[src/rtl/seg7_pkg.sv]
// Shared types and helpers for the multiplexed 7-segment display driver.
package seg7_pkg;

  typedef logic [6:0] seg_t;

  localparam seg_t SEG_OFF = 7'h7F;

  typedef enum logic {
    ST_BLANK = 1'b0,
    ST_SHOW  = 1'b1
  } state_t;

  // Counter width able to hold 0..n-1, never narrower than one bit.
  function automatic int unsigned cnt_w(input int unsigned n);
    return $clog2(n > 32'd1 ? n : 32'd2);
  endfunction

endpackage

[src/rtl/hex_seg_decode.sv]
// Hex nibble to active-low gfedcba segment pattern (0-9, A b C d E F).
module hex_seg_decode
  import seg7_pkg::*;
(
  input  logic [3:0] nibble,
  output seg_t       seg_c
);

  always_comb begin
    seg_c = SEG_OFF;
    unique case (nibble)
      4'h0: seg_c = 7'h40;
      4'h1: seg_c = 7'h79;
      4'h2: seg_c = 7'h24;
      4'h3: seg_c = 7'h30;
      4'h4: seg_c = 7'h19;
      4'h5: seg_c = 7'h12;
      4'h6: seg_c = 7'h02;
      4'h7: seg_c = 7'h78;
      4'h8: seg_c = 7'h00;
      4'h9: seg_c = 7'h10;
      4'hA: seg_c = 7'h08;
      4'hB: seg_c = 7'h03;
      4'hC: seg_c = 7'h46;
      4'hD: seg_c = 7'h21;
      4'hE: seg_c = 7'h06;
      4'hF: seg_c = 7'h0E;
      default: seg_c = SEG_OFF;
    endcase
  end

endmodule

[src/rtl/seg7_scan_mux.sv]
// Scanned NUM_DIGITS-digit 7-segment driver with inter-digit blanking,
// frame-synchronous double buffering and leading-zero suppression.
module seg7_scan_mux
  import seg7_pkg::*;
#(
  parameter int unsigned NUM_DIGITS    = 4,
  parameter int unsigned DWELL_CYCLES  = 12000,
  parameter int unsigned BLANK_CYCLES  = 200,
  parameter bit          DIGIT_ACT_LOW = 1'b1
) (
  input  logic                    clk,
  input  logic                    rst,
  input  logic [4*NUM_DIGITS-1:0] value,
  input  logic [NUM_DIGITS-1:0]   dp,
  input  logic                    load,
  input  logic                    blank_lz,
  output logic [6:0]              seg,
  output logic                    dp_n,
  output logic [NUM_DIGITS-1:0]   digit_en,
  output logic                    frame_tick
);

  localparam int unsigned CNT_MAX = (DWELL_CYCLES > BLANK_CYCLES) ? DWELL_CYCLES : BLANK_CYCLES;
  localparam int unsigned CW      = cnt_w(CNT_MAX);
  localparam int unsigned IW      = cnt_w(NUM_DIGITS);
  localparam int unsigned VW      = 4 * NUM_DIGITS;

  localparam logic [CW-1:0] DWELL_LAST = CW'(DWELL_CYCLES - 32'd1);
  localparam logic [CW-1:0] BLANK_LAST = CW'((BLANK_CYCLES == 0) ? 32'd0 : BLANK_CYCLES - 32'd1);
  localparam logic [IW-1:0] IDX_LAST   = IW'(NUM_DIGITS - 32'd1);
  localparam state_t        ST_RESET   = (BLANK_CYCLES == 0) ? ST_SHOW : ST_BLANK;
  localparam logic [NUM_DIGITS-1:0] EN_OFF = {NUM_DIGITS{DIGIT_ACT_LOW}};

  if (NUM_DIGITS < 1 || NUM_DIGITS > 8 || DWELL_CYCLES < 1) begin : g_param_check
    $fatal(1, "seg7_scan_mux: NUM_DIGITS must be 1..8 and DWELL_CYCLES >= 1");
  end

  state_t                  state, state_nx;
  logic [IW-1:0]           idx, idx_nx;
  logic [CW-1:0]           cnt, cnt_nx;
  logic [VW-1:0]           shadow_val, shadow_val_nx;
  logic [NUM_DIGITS-1:0]   shadow_dp, shadow_dp_nx;
  logic                    pending, pending_nx;
  logic [VW-1:0]           disp_val, disp_val_nx;
  logic [NUM_DIGITS-1:0]   disp_dp, disp_dp_nx;
  logic                    advance;
  logic                    boundary;

  logic [3:0]              nibble;
  seg_t                    dec_seg;
  logic                    lz_zero;
  logic                    suppress;
  logic [NUM_DIGITS-1:0]   onehot;
  seg_t                    seg_d;
  logic                    dp_n_d;
  logic [NUM_DIGITS-1:0]   en_d;
  logic                    tick_d;

  // State, buffers and output registers; display outputs only move on state entry.
  always_ff @(posedge clk) begin
    if (rst) begin
      state      <= ST_RESET;
      idx        <= '0;
      cnt        <= '0;
      shadow_val <= '0;
      shadow_dp  <= '0;
      pending    <= 1'b0;
      disp_val   <= '0;
      disp_dp    <= '0;
      seg        <= SEG_OFF;
      dp_n       <= 1'b1;
      digit_en   <= EN_OFF;
      frame_tick <= 1'b0;
    end else begin
      state      <= state_nx;
      idx        <= idx_nx;
      cnt        <= cnt_nx;
      shadow_val <= shadow_val_nx;
      shadow_dp  <= shadow_dp_nx;
      pending    <= pending_nx;
      disp_val   <= disp_val_nx;
      disp_dp    <= disp_dp_nx;
      if (advance) begin
        seg      <= seg_d;
        dp_n     <= dp_n_d;
        digit_en <= en_d;
      end
      frame_tick <= tick_d;
    end
  end

  // Scan sequencing and shadow/display buffer hand-over.
  always_comb begin
    state_nx      = state;
    idx_nx        = idx;
    cnt_nx        = cnt + CW'(1);
    shadow_val_nx = shadow_val;
    shadow_dp_nx  = shadow_dp;
    pending_nx    = pending;
    disp_val_nx   = disp_val;
    disp_dp_nx    = disp_dp;
    advance       = (state == ST_SHOW) ? (cnt == DWELL_LAST) : (cnt == BLANK_LAST);
    boundary      = (state == ST_SHOW) && advance && (idx == IDX_LAST);

    if (advance) begin
      cnt_nx = '0;
      if (state == ST_SHOW) begin
        idx_nx   = (idx == IDX_LAST) ? '0 : idx + IW'(1);
        state_nx = (BLANK_CYCLES == 0) ? ST_SHOW : ST_BLANK;
      end else begin
        state_nx = ST_SHOW;
      end
    end

    if (load) begin
      shadow_val_nx = value;
      shadow_dp_nx  = dp;
      pending_nx    = 1'b1;
    end

    // A load coinciding with the boundary bypasses the shadow entirely.
    if (boundary) begin
      if (load) begin
        disp_val_nx = value;
        disp_dp_nx  = dp;
        pending_nx  = 1'b0;
      end else if (pending) begin
        disp_val_nx = shadow_val;
        disp_dp_nx  = shadow_dp;
        pending_nx  = 1'b0;
      end
    end
  end

  assign nibble = disp_val_nx[{idx_nx, 2'b00} +: 4];

  hex_seg_decode u_decode (
    .nibble (nibble),
    .seg_c  (dec_seg)
  );

  // Output values for the state/idx being entered.
  always_comb begin
    lz_zero = 1'b1;
    for (int i = 0; i < NUM_DIGITS; i++) begin
      if (IW'(i) >= idx_nx && disp_val_nx[4*i +: 4] != 4'h0) lz_zero = 1'b0;
    end
    suppress = blank_lz && (idx_nx != '0) && lz_zero;
    onehot   = NUM_DIGITS'(1) << idx_nx;

    seg_d  = SEG_OFF;
    dp_n_d = 1'b1;
    en_d   = EN_OFF;
    if (state_nx == ST_SHOW) begin
      dp_n_d = ~disp_dp_nx[idx_nx];
      if (!suppress) seg_d = dec_seg;
      if (!suppress || disp_dp_nx[idx_nx]) en_d = onehot ^ EN_OFF;
    end

    // High during the final cycle of the last digit, so the boundary edge ends it.
    tick_d = (state_nx == ST_SHOW) && (idx_nx == IDX_LAST) && (cnt_nx == DWELL_LAST);
  end

endmodule
[config.mk]
export PLATFORM = sky130hd
export DESIGN_NAME = seg7_scan_mux
export DESIGN_NICKNAME = d
export VERILOG_FILES = /design/src/rtl/seg7_pkg.sv /design/src/rtl/hex_seg_decode.sv /design/src/rtl/seg7_scan_mux.sv
export SDC_FILE = /design/constraint.sdc
export NUM_CORES = 1
export LEC_CHECK = 0
export BUFFER_PORTS_ARGS = -buffer_cell sky130_fd_sc_hd__buf_2
export CELL_PAD_IN_SITES_DETAIL_PLACEMENT = 0
export CELL_PAD_IN_SITES_GLOBAL_PLACEMENT = 2
export CORE_ASPECT_RATIO = 1.1
export CORE_MARGIN = 8
export CORE_UTILIZATION = 36
export CTS_CLUSTER_SIZE = 14
export DETAILED_ROUTE_END_ITERATION = 10
export GPL_TIMING_DRIVEN = 0
export HOLD_SLACK_MARGIN = 0.12
export PLACE_DENSITY = 0.8
export SETUP_SLACK_MARGIN = 0.5
export SLEW_MARGIN = 10
export SYNTH_ARGS = -nofsm -noshare
export SYNTH_HDL_FRONTEND = slang
export SYNTH_SLANG_ARGS = --single-unit
[constraint.sdc]
create_clock -name clk -period 4.4 [get_ports clk]
set_input_delay 0.44 -clock clk [delete_from_list [all_inputs] [get_ports clk]]
set_output_delay 0.44 -clock clk [all_outputs]
set_load 0.02 [all_outputs]
==> impl_results.rst, run 1 <==
.. list-table::
   :header-rows: 1

   * - Metric
     - Value
   * - Vias in the first global route
     - about 3200
   * - Initial antenna violation count
     - 0
   * - Final setup violating endpoints
     - 0
   * - Number of vias in the routed layout
     - around 3300
   * - Main area contributors after synthesis
     - dfxtp_1, mux2i_1, nor2_1, a221oi_1, nand4_1
   * - Standard cell core area
     - 9840 um^2
   * - Unrepaired setup endpoints after global routing
     - no
   * - Total die area
     - about 14000 um^2
   * - Post-detailed-route DRC marker count
     - 0
   * - Count of placed standard cells including taps
     - ~560
   * - Root buf cell
     - clkbuf_8
   * - Layout overhead on the synthesized area
     - 27.3%
   * - Detailed-placement wirelength estimate
     - between 7000 and 8000 um
   * - Post-Synthesis Mean Instance Area
     - 8.94 um^2
   * - Worst flop-to-flop path startpoint
     - cnt[11]
   * - Max-slew violations
     - 0
   * - Crit Reg-Reg Endpoint
     - seg[0]
   * - Net count of the mapped netlist
     - between 400 and 500
   * - Endpoints failing hold
     - 0
   * - First-pass GRT wire length
     - 17200 um
   * - Largest voltage drop on the vdd net
     - between 0.15 and 0.2 mV
   * - Number of inserted diodes
     - 0
   * - Buffer depth of the longest clock path
     - 2
   * - Crit-path cells
     - or4_4 -> nor4_4 -> o21a_2 -> ha_4 -> and3_1 -> buf_6 -> buf_12 -> clkbuf_16 -> a221oi_4 -> mux4_2 -> ha_4 -> or3_1 -> a221oi_2 -> a211oi_1
   * - Number of fill cells in the layout
     - 950
   * - Fin crit period
     - between 3 and 4 ns
   * - Number of nets in the layout
     - 499
   * - Final Total Pwr
     - 1.46 mW
   * - WP data arrival
     - a little over 4 ns
   * - Sequential fraction of the synthesis area
     - 0.392
   * - Cell count after synthesis
     - a little over 400
   * - Slew headroom
     - 0.399
   * - Synthesis-stage register bit count
     - 71
   * - Reg2Reg Setup Slack
     - 0.58 ns
   * - Kind of capture point of the worst setup path
     - register
   * - Number of ports placed on the die boundary
     - 37
   * - Nature of the critical path startpoint
     - register
   * - Post-Route WL
     - 10900 um
   * - Worst-case reg-to-reg path depth
     - 14
   * - Total leakage power
     - about 1.8 nW
   * - Num CTS Buffers
     - 9
   * - Share of flip-flops with an asynchronous set or reset after synthesis
     - 0
   * - Crit path top cell by count
     - ha_4
   * - Clock network latency to the later pin of the worst-skew pair
     - roughly 0.37 ns
   * - Non-filler instance count after layout
     - a little under 600
   * - Worst Skew
     - 0.0122 ns
   * - Cts-stage hold buffer count
     - 0
   * - Share of the synthesized area in the top cell type
     - 0.392
   * - Run status
     - completed
   * - Horizontal extent of the die
     - around 110 um
   * - Classification of the worst-slack hold path
     - input port to register
   * - CP Max Fanout
     - 10
   * - Cell at the slowest stage of the critical path
     - mux4_2
   * - Vias/cell
     - 5.58
   * - Initial core utilization
     - 0.369
   * - Core Rows
     - 38
   * - Drt first pass iters
     - 4
   * - Reg clk slew, reported paths
     - about 0.08 ns
   * - Transition time at the pin with the least slew margin
     - approximately 0.9 ns
   * - Source of the critical timing path
     - cnt[11]
   * - DRT iter0 DRCs
     - approximately 170
   * - Placed inst area
     - between 3000 and 4000 um^2
   * - PwrDens
     - around 320 nW/um^2
   * - GRT Util Overall
     - 0.161
   * - Number of max-cap violations
     - 0
   * - Clock tree from TritonCTS
     - built
   * - Number of levels the H-tree was split into
     - 3
   * - Post-Synthesis Cell Area
     - around 3600 um^2
   * - Share of the clock period used by the worst path after layout
     - 0.868
   * - Vert. Die Dim
     - 121 um
   * - Library cell occupying the most area in the post-synthesis netlist
     - dfxtp_1
   * - List of most frequent post-synthesis cells
     - dfxtp_1, nor2_1, mux2i_1, clkbuf_1, nand4_1
   * - Remaining antenna violation count after routing
     - 0
   * - Routability-driven placement congestion ratio
     - 0.845
   * - Data required time of the worst path
     - between 4 and 5 ns
   * - Wire per inst
     - 18.4 um
   * - Unique cell type count in the Yosys netlist
     - slightly above 50
   * - PortBufs
     - 35
   * - Slowest cell delay on critical path
     - 0.59 ns
   * - Dominant cell by count in the synthesized netlist
     - dfxtp_1
   * - Count of flip-flops with a built-in enable after synthesis
     - 0
   * - Fraction of final layout cells sized beyond drive strength 1
     - 0.246
   * - Setup crit end
     - seg[0]
   * - Critical Setup Path Class
     - register to register
   * - Number of sinks on the clock net
     - 71
   * - Maximum number of pins on one net before global-route repair
     - 14
   * - Final cell area excluding filler cells
     - ~4600 um^2
   * - Dominant register cell in the synthesized netlist
     - dfxtp_1
   * - Global-route congestion overflow total
     - 0
   * - YS warnings
     - 0
   * - F_max
     - approximately 0.26 GHz
worst min-delay path by stage:
stage	slack [ns]	depth (start not counted)	to	start
finish	0.33	3	shadow_val[14]	value[14]
global placement	0.45	1	cnt[0]	cnt[0]
floorplan	0.43	1	cnt[0]	cnt[0]
global route	0.33	2	state	rst
CTS	0.32	2	state	rst
detailed placement	0.46	1	cnt[0]	cnt[0]
sequential cells by signal, indices dropped and copies added (netlist names):
| signal | cells |
|---|---|
| disp_val | 16 |
| frame_tick | 1 |
| shadow_dp | 4 |
| digit_en | 4 |
| idx | 2 |
| seg | 7 |
| shadow_val | 16 |
| state | 1 |
| cnt | 14 |
| disp_dp | 4 |
| pending | 1 |
| dp_n | 1 |
cell type report:
cell class	count	area [um^2]	area share
Buffer	28	205	0.0444
Clock buffer	9	124	0.0268
Clock inverter	7	145	0.0314
Inverter	5	18.8	0.00406
Multi-Input combinational cell	302	2230	0.482
Sequential cell	71	1430	0.309
Tap cell	120	150	0.0325
Timing Repair Buffer	50	323	0.0699
metal layers:
metal  vias to the layer above  track usage  wire length (um)
li1                       1607            -                 -
met1                      1596        0.202              5080
met2                        81        0.254              5100
met3                        17       0.0463               517
met4                         0       0.0659               202
met5                         -            0                 0
timing repair:
| action | CTS | global route |
|---|---|---|
| gates resized for setup | 35 | 34 |
| setup buffers | 1 | 12 |
| endpoints found under the setup margin | 11 | 8 |
| pin swaps | 1 | 8 |
| gates cloned | 0 | 2 |
cell families (layout without fill, tap and decap cells):
| logic type | count (synthesis) | after routing | share of synthesized area |
|---|---|---|---|
| AOI/OAI and AO/OA | 76 | 76 | 0.150 |
| xor gates and xnor gates | 18 | 18 | 0.0486 |
| muxes | 35 | 35 | 0.112 |
| and+or+nand+nor | 165 | 165 | 0.233 |
| adders and majority gates | 8 | 8 | 0.0276 |
| DFF | 71 | 71 | 0.392 |
| buffers and inverters | 33 | 99 | 0.0365 |
power breakdown:
part           internal [mW]  switching, mW  total (mW)
clock                  0.436          0.276       0.712
sequential             0.656         0.0101       0.666
combinational         0.0289         0.0506      0.0795
total                   1.12          0.337        1.46
worst max-delay path, delay by kind of cell, from the launching register on:
kind / cells / cell delay (ns)
AOI/OAI and AO/OA: 4 / 0.54
adders and majority gates: 2 / 0.36
buffers and inverters: 3 / 0.42
DFF: 1 / 0.34
muxes: 1 / 0.59
and+or+nand+nor: 4 / 1.40
metrics by stage:
stage	setup slack [ns]	hold WS, ns	util	setup TNS (ns)
floorplan	0.579	0.430	-	0
global placement	-0.350	0.449	0.402	-1.64
detailed placement	-0.364	0.459	0.402	-1.65
CTS	0.521	0.321	0.442	0
global route	0.420	0.328	0.469	0
finish	0.583	0.333	0.469	0
placed cells by master (no fill, tap or decap), types with 5 or more instances in the layout:
cell type  Yosys  routed
clkbuf_1      22      14
nor2b_1        8       8
nand3_1        7       7
xnor2_1       11      11
nand4_1       22      22
a31oi_1        8       8
xor2_1         6       6
dfxtp_1       71      68
buf_4          0      14
nand2_1       15      14
nand2b_1      18      18
ha_1           8       5
buf_2          1      36
a221oi_1      18      12
a21oi_1       20      17
mux2i_1       28      28
nor2_1        69      69
a221o_1        5       5
clkbuf_8       0       9
No activity file was read; power rests on OpenSTA's default activity.
==> run 2: changes to the inputs <==
--- a/config.mk
+++ b/config.mk
@@ -15,7 +15,9 @@
 export DETAILED_ROUTE_END_ITERATION = 10
 export GPL_TIMING_DRIVEN = 0
 export HOLD_SLACK_MARGIN = 0.12
+export MAX_ROUTING_LAYER = met4
 export PLACE_DENSITY = 0.8
+export RECOVER_POWER = 50
 export SETUP_SLACK_MARGIN = 0.5
 export SLEW_MARGIN = 10
 export SYNTH_ARGS = -nofsm -noshare
==> run 2 against run 1 <==
  * Core utilization shrank 0.55 points
  * Critical path depth did not move
  * Via count grew 0.27%
  * Fmax is 4.3% lower
  * Hold slack about the same
  * Total power shrank 0.20%
  * Routed wire length is 0.55% higher
  * Cell count did not move
  * Clock power is essentially flat
  * Die area unchanged
  * Sequential share of layout area is 0.34 points higher
==> impl_results.rst, run 2 (same netlist as run 1, synthesis figures left out) <==
.. list-table::
   :header-rows: 1

   * - Metric
     - Value
   * - Number of vias in the routed layout
     - 3310 (was 3301)
   * - PortBufs
     - 35 (unchanged)
   * - Data required time of the worst path
     - 4.62 ns (was 4.63 ns)
   * - Largest registers in the final layout
     - disp_val x16, shadow_val x16, cnt x14 (unchanged)
   * - Max-slew violations
     - 0 (unchanged)
   * - CP Max Fanout
     - 10 (unchanged)
   * - Initial core utilization
     - 0.369 (unchanged)
   * - Num CTS Buffers
     - 9 (unchanged)
   * - Fraction of final layout cells sized beyond drive strength 1
     - 0.206 (was 0.246)
   * - Classification of the worst-slack hold path
     - input port to register (unchanged)
   * - Slew headroom
     - 0.402 (was 0.399)
   * - Remaining antenna violation count after routing
     - 0 (unchanged)
   * - Routability-driven placement congestion ratio
     - 0.859 (was 0.845)
   * - Met1 WL
     - 5150 um (was 5080 um)
   * - Horizontal extent of the die
     - 112 um (unchanged)
   * - Most frequent cells in the layout
     - nor2_1, dfxtp_1, clkbuf_1 (was nor2_1, dfxtp_1, buf_2)
   * - Wire per inst
     - 18.5 um (was 18.4 um)
   * - Run status
     - completed (unchanged)
   * - Number of max-cap violations
     - 0 (unchanged)
   * - Number of nets in the layout
     - 499 (unchanged)
   * - DRT iter0 DRCs
     - 220 (was 172)
   * - Maximum number of pins on one net before global-route repair
     - 14 (unchanged)
   * - Initial antenna violation count
     - 0 (unchanged)
   * - Endpoints failing hold
     - 0 (unchanged)
   * - Root buf cell
     - clkbuf_8 (unchanged)
   * - Drt first pass iters
     - 5 (was 4)
   * - Final Total Pwr
     - 1.45 mW (was 1.46 mW)
   * - Count of placed standard cells including taps
     - 561 (unchanged)
   * - Kind of capture point of the worst setup path
     - register (unchanged)
   * - Total negative setup slack
     - 0 ns (unchanged)
   * - Reg clk slew, reported paths
     - 0.08 ns (about the same)
   * - Post-detailed-route DRC marker count
     - 0 (unchanged)
   * - Vias/cell
     - 5.59 (was 5.58)
   * - PwrDens
     - 319 nW/um^2 (was 316 nW/um^2)
   * - Cts-stage hold buffer count
     - 0 (unchanged)
   * - Post-Route WL
     - 11000 um (was 10900 um)
   * - Global-route congestion overflow total
     - 0 (unchanged)
   * - Nature of the critical path startpoint
     - register (unchanged)
   * - Clock tree from TritonCTS
     - built (unchanged)
   * - Non-filler instance count after layout
     - 592 (unchanged)
   * - Number of levels the H-tree was split into
     - 3 (unchanged)
   * - Layout overhead on the synthesized area
     - 25.8% (was 27.3%)
   * - Share of the clock period used by the worst path after layout
     - 0.907 (was 0.868)
   * - Worst Skew
     - 0.0131 ns (was 0.0122 ns)
   * - Largest voltage drop on the vdd net
     - 0.177 mV (about the same)
   * - Total length of routed met2 wires
     - 5030 um (was 5100 um)
   * - GRT Util Overall
     - 0.165 (was 0.161)
   * - Detailed-placement wirelength estimate
     - 7620 um (unchanged)
   * - WP data arrival
     - 4.21 ns (was 4.04 ns)
   * - Critical Setup Path Class
     - register to register (unchanged)
   * - Buffer depth of the longest clock path
     - 2 (unchanged)
   * - Number of inserted diodes
     - 0 (unchanged)
   * - Total leakage power
     - 1.72 nW (was 1.75 nW)
   * - F_max
     - 0.251 GHz (was 0.262 GHz)
   * - Length of routed met3 wiring
     - 554 um (was 517 um)
   * - Fin crit period
     - 3.99 ns (was 3.82 ns)
   * - Number of sinks on the clock net
     - 71 (unchanged)
   * - Number of ports placed on the die boundary
     - 37 (unchanged)
   * - Vert. Die Dim
     - 121 um (unchanged)
   * - Unrepaired setup endpoints after global routing
     - no (unchanged)
   * - Standard cell core area
     - 9840 um^2 (unchanged)
   * - First-pass GRT wire length
     - 17200 um (about the same)
   * - Transition time at the pin with the least slew margin
     - 0.897 ns (was 0.902 ns)
   * - Clock network latency to the later pin of the worst-skew pair
     - 0.37 ns (about the same)
   * - Vias in the first global route
     - 3186 (was 3181)
   * - Core Rows
     - 38 (unchanged)
   * - Final setup violating endpoints
     - 0 (unchanged)
   * - Total die area
     - 13600 um^2 (unchanged)
   * - Top routing layer in use
     - met4 (unchanged)
[run 2: final timing paths]
| check | from | end | slack, ns | cells after the start |
|---|---|---|---|---|
| max | cnt[11] | seg[0] | 0.41 | 14 |
| min | value[12] | shadow_val[12] | 0.33 | 3 |
| max reg2reg | cnt[11] | seg[0] | 0.41 | 14 |
| min reg2reg | cnt[0] | cnt[0] | 0.47 | 1 |
[run 2: area by class of cell]
cell class	count	area (um^2)
clock inverter	7	145
buffer	28	205
inverter	5	18.8
tap	120	150
sequential	71	1420
timing repair buffer	50	302
clock buffer	9	124
multi-input combinational	302	2200
fill	964	5280
[run 2: through the flow]
step | utilization | setup WS (ns) | hold slack, ns | cell area, um^2
CTS | 0.442 | 0.521 | 0.321 | 4350
detailed placement | 0.402 | -0.364 | 0.459 | 3960
global route | 0.464 | 0.228 | 0.337 | 4560
global placement | 0.402 | -0.350 | 0.449 | 3960
floorplan | - | 0.579 | 0.430 | 3630
finish | 0.464 | 0.411 | 0.333 | 4560
[run 2: layer usage]
| layer | vias up | global-route usage |
|---|---|---|
| met2 | 93 | 0.253 |
| li1 | 1605 | - |
| met4 | 0 | 0.0607 |
| met3 | 21 | 0.0428 |
| met5 | - | - |
| met1 | 1591 | 0.205 |
[run 2: worst max-delay path, stage by stage, from the launching register on]
cell       delay [ns]
dfxtp_1          0.34
or4_1            0.54
nor4_1           0.40
o21a_2           0.19
ha_1             0.23
and3_1           0.19
buf_6            0.13
buf_12           0.13
clkbuf_16        0.16
a221oi_4         0.06
mux4_2           0.59
ha_4             0.21
or3_1            0.38
a221oi_2         0.22
a211oi_1         0.07
[run 2: power by group]
| part | switching (mW) | internal [mW] |
|---|---|---|
| clock | 0.274 | 0.436 |
| sequential | 0.0100 | 0.656 |
| combinational | 0.0508 | 0.0286 |
| total | 0.334 | 1.12 |
[run 2: timing repair]
| item | CTS | global route |
|---|---|---|
| cloned | 0 | 2 |
| setup buffers | 1 | 12 |
| pin swaps | 1 | 8 |
| setup endpoints to repair | 11 | 8 |
| gates resized for setup | 35 | 34 |
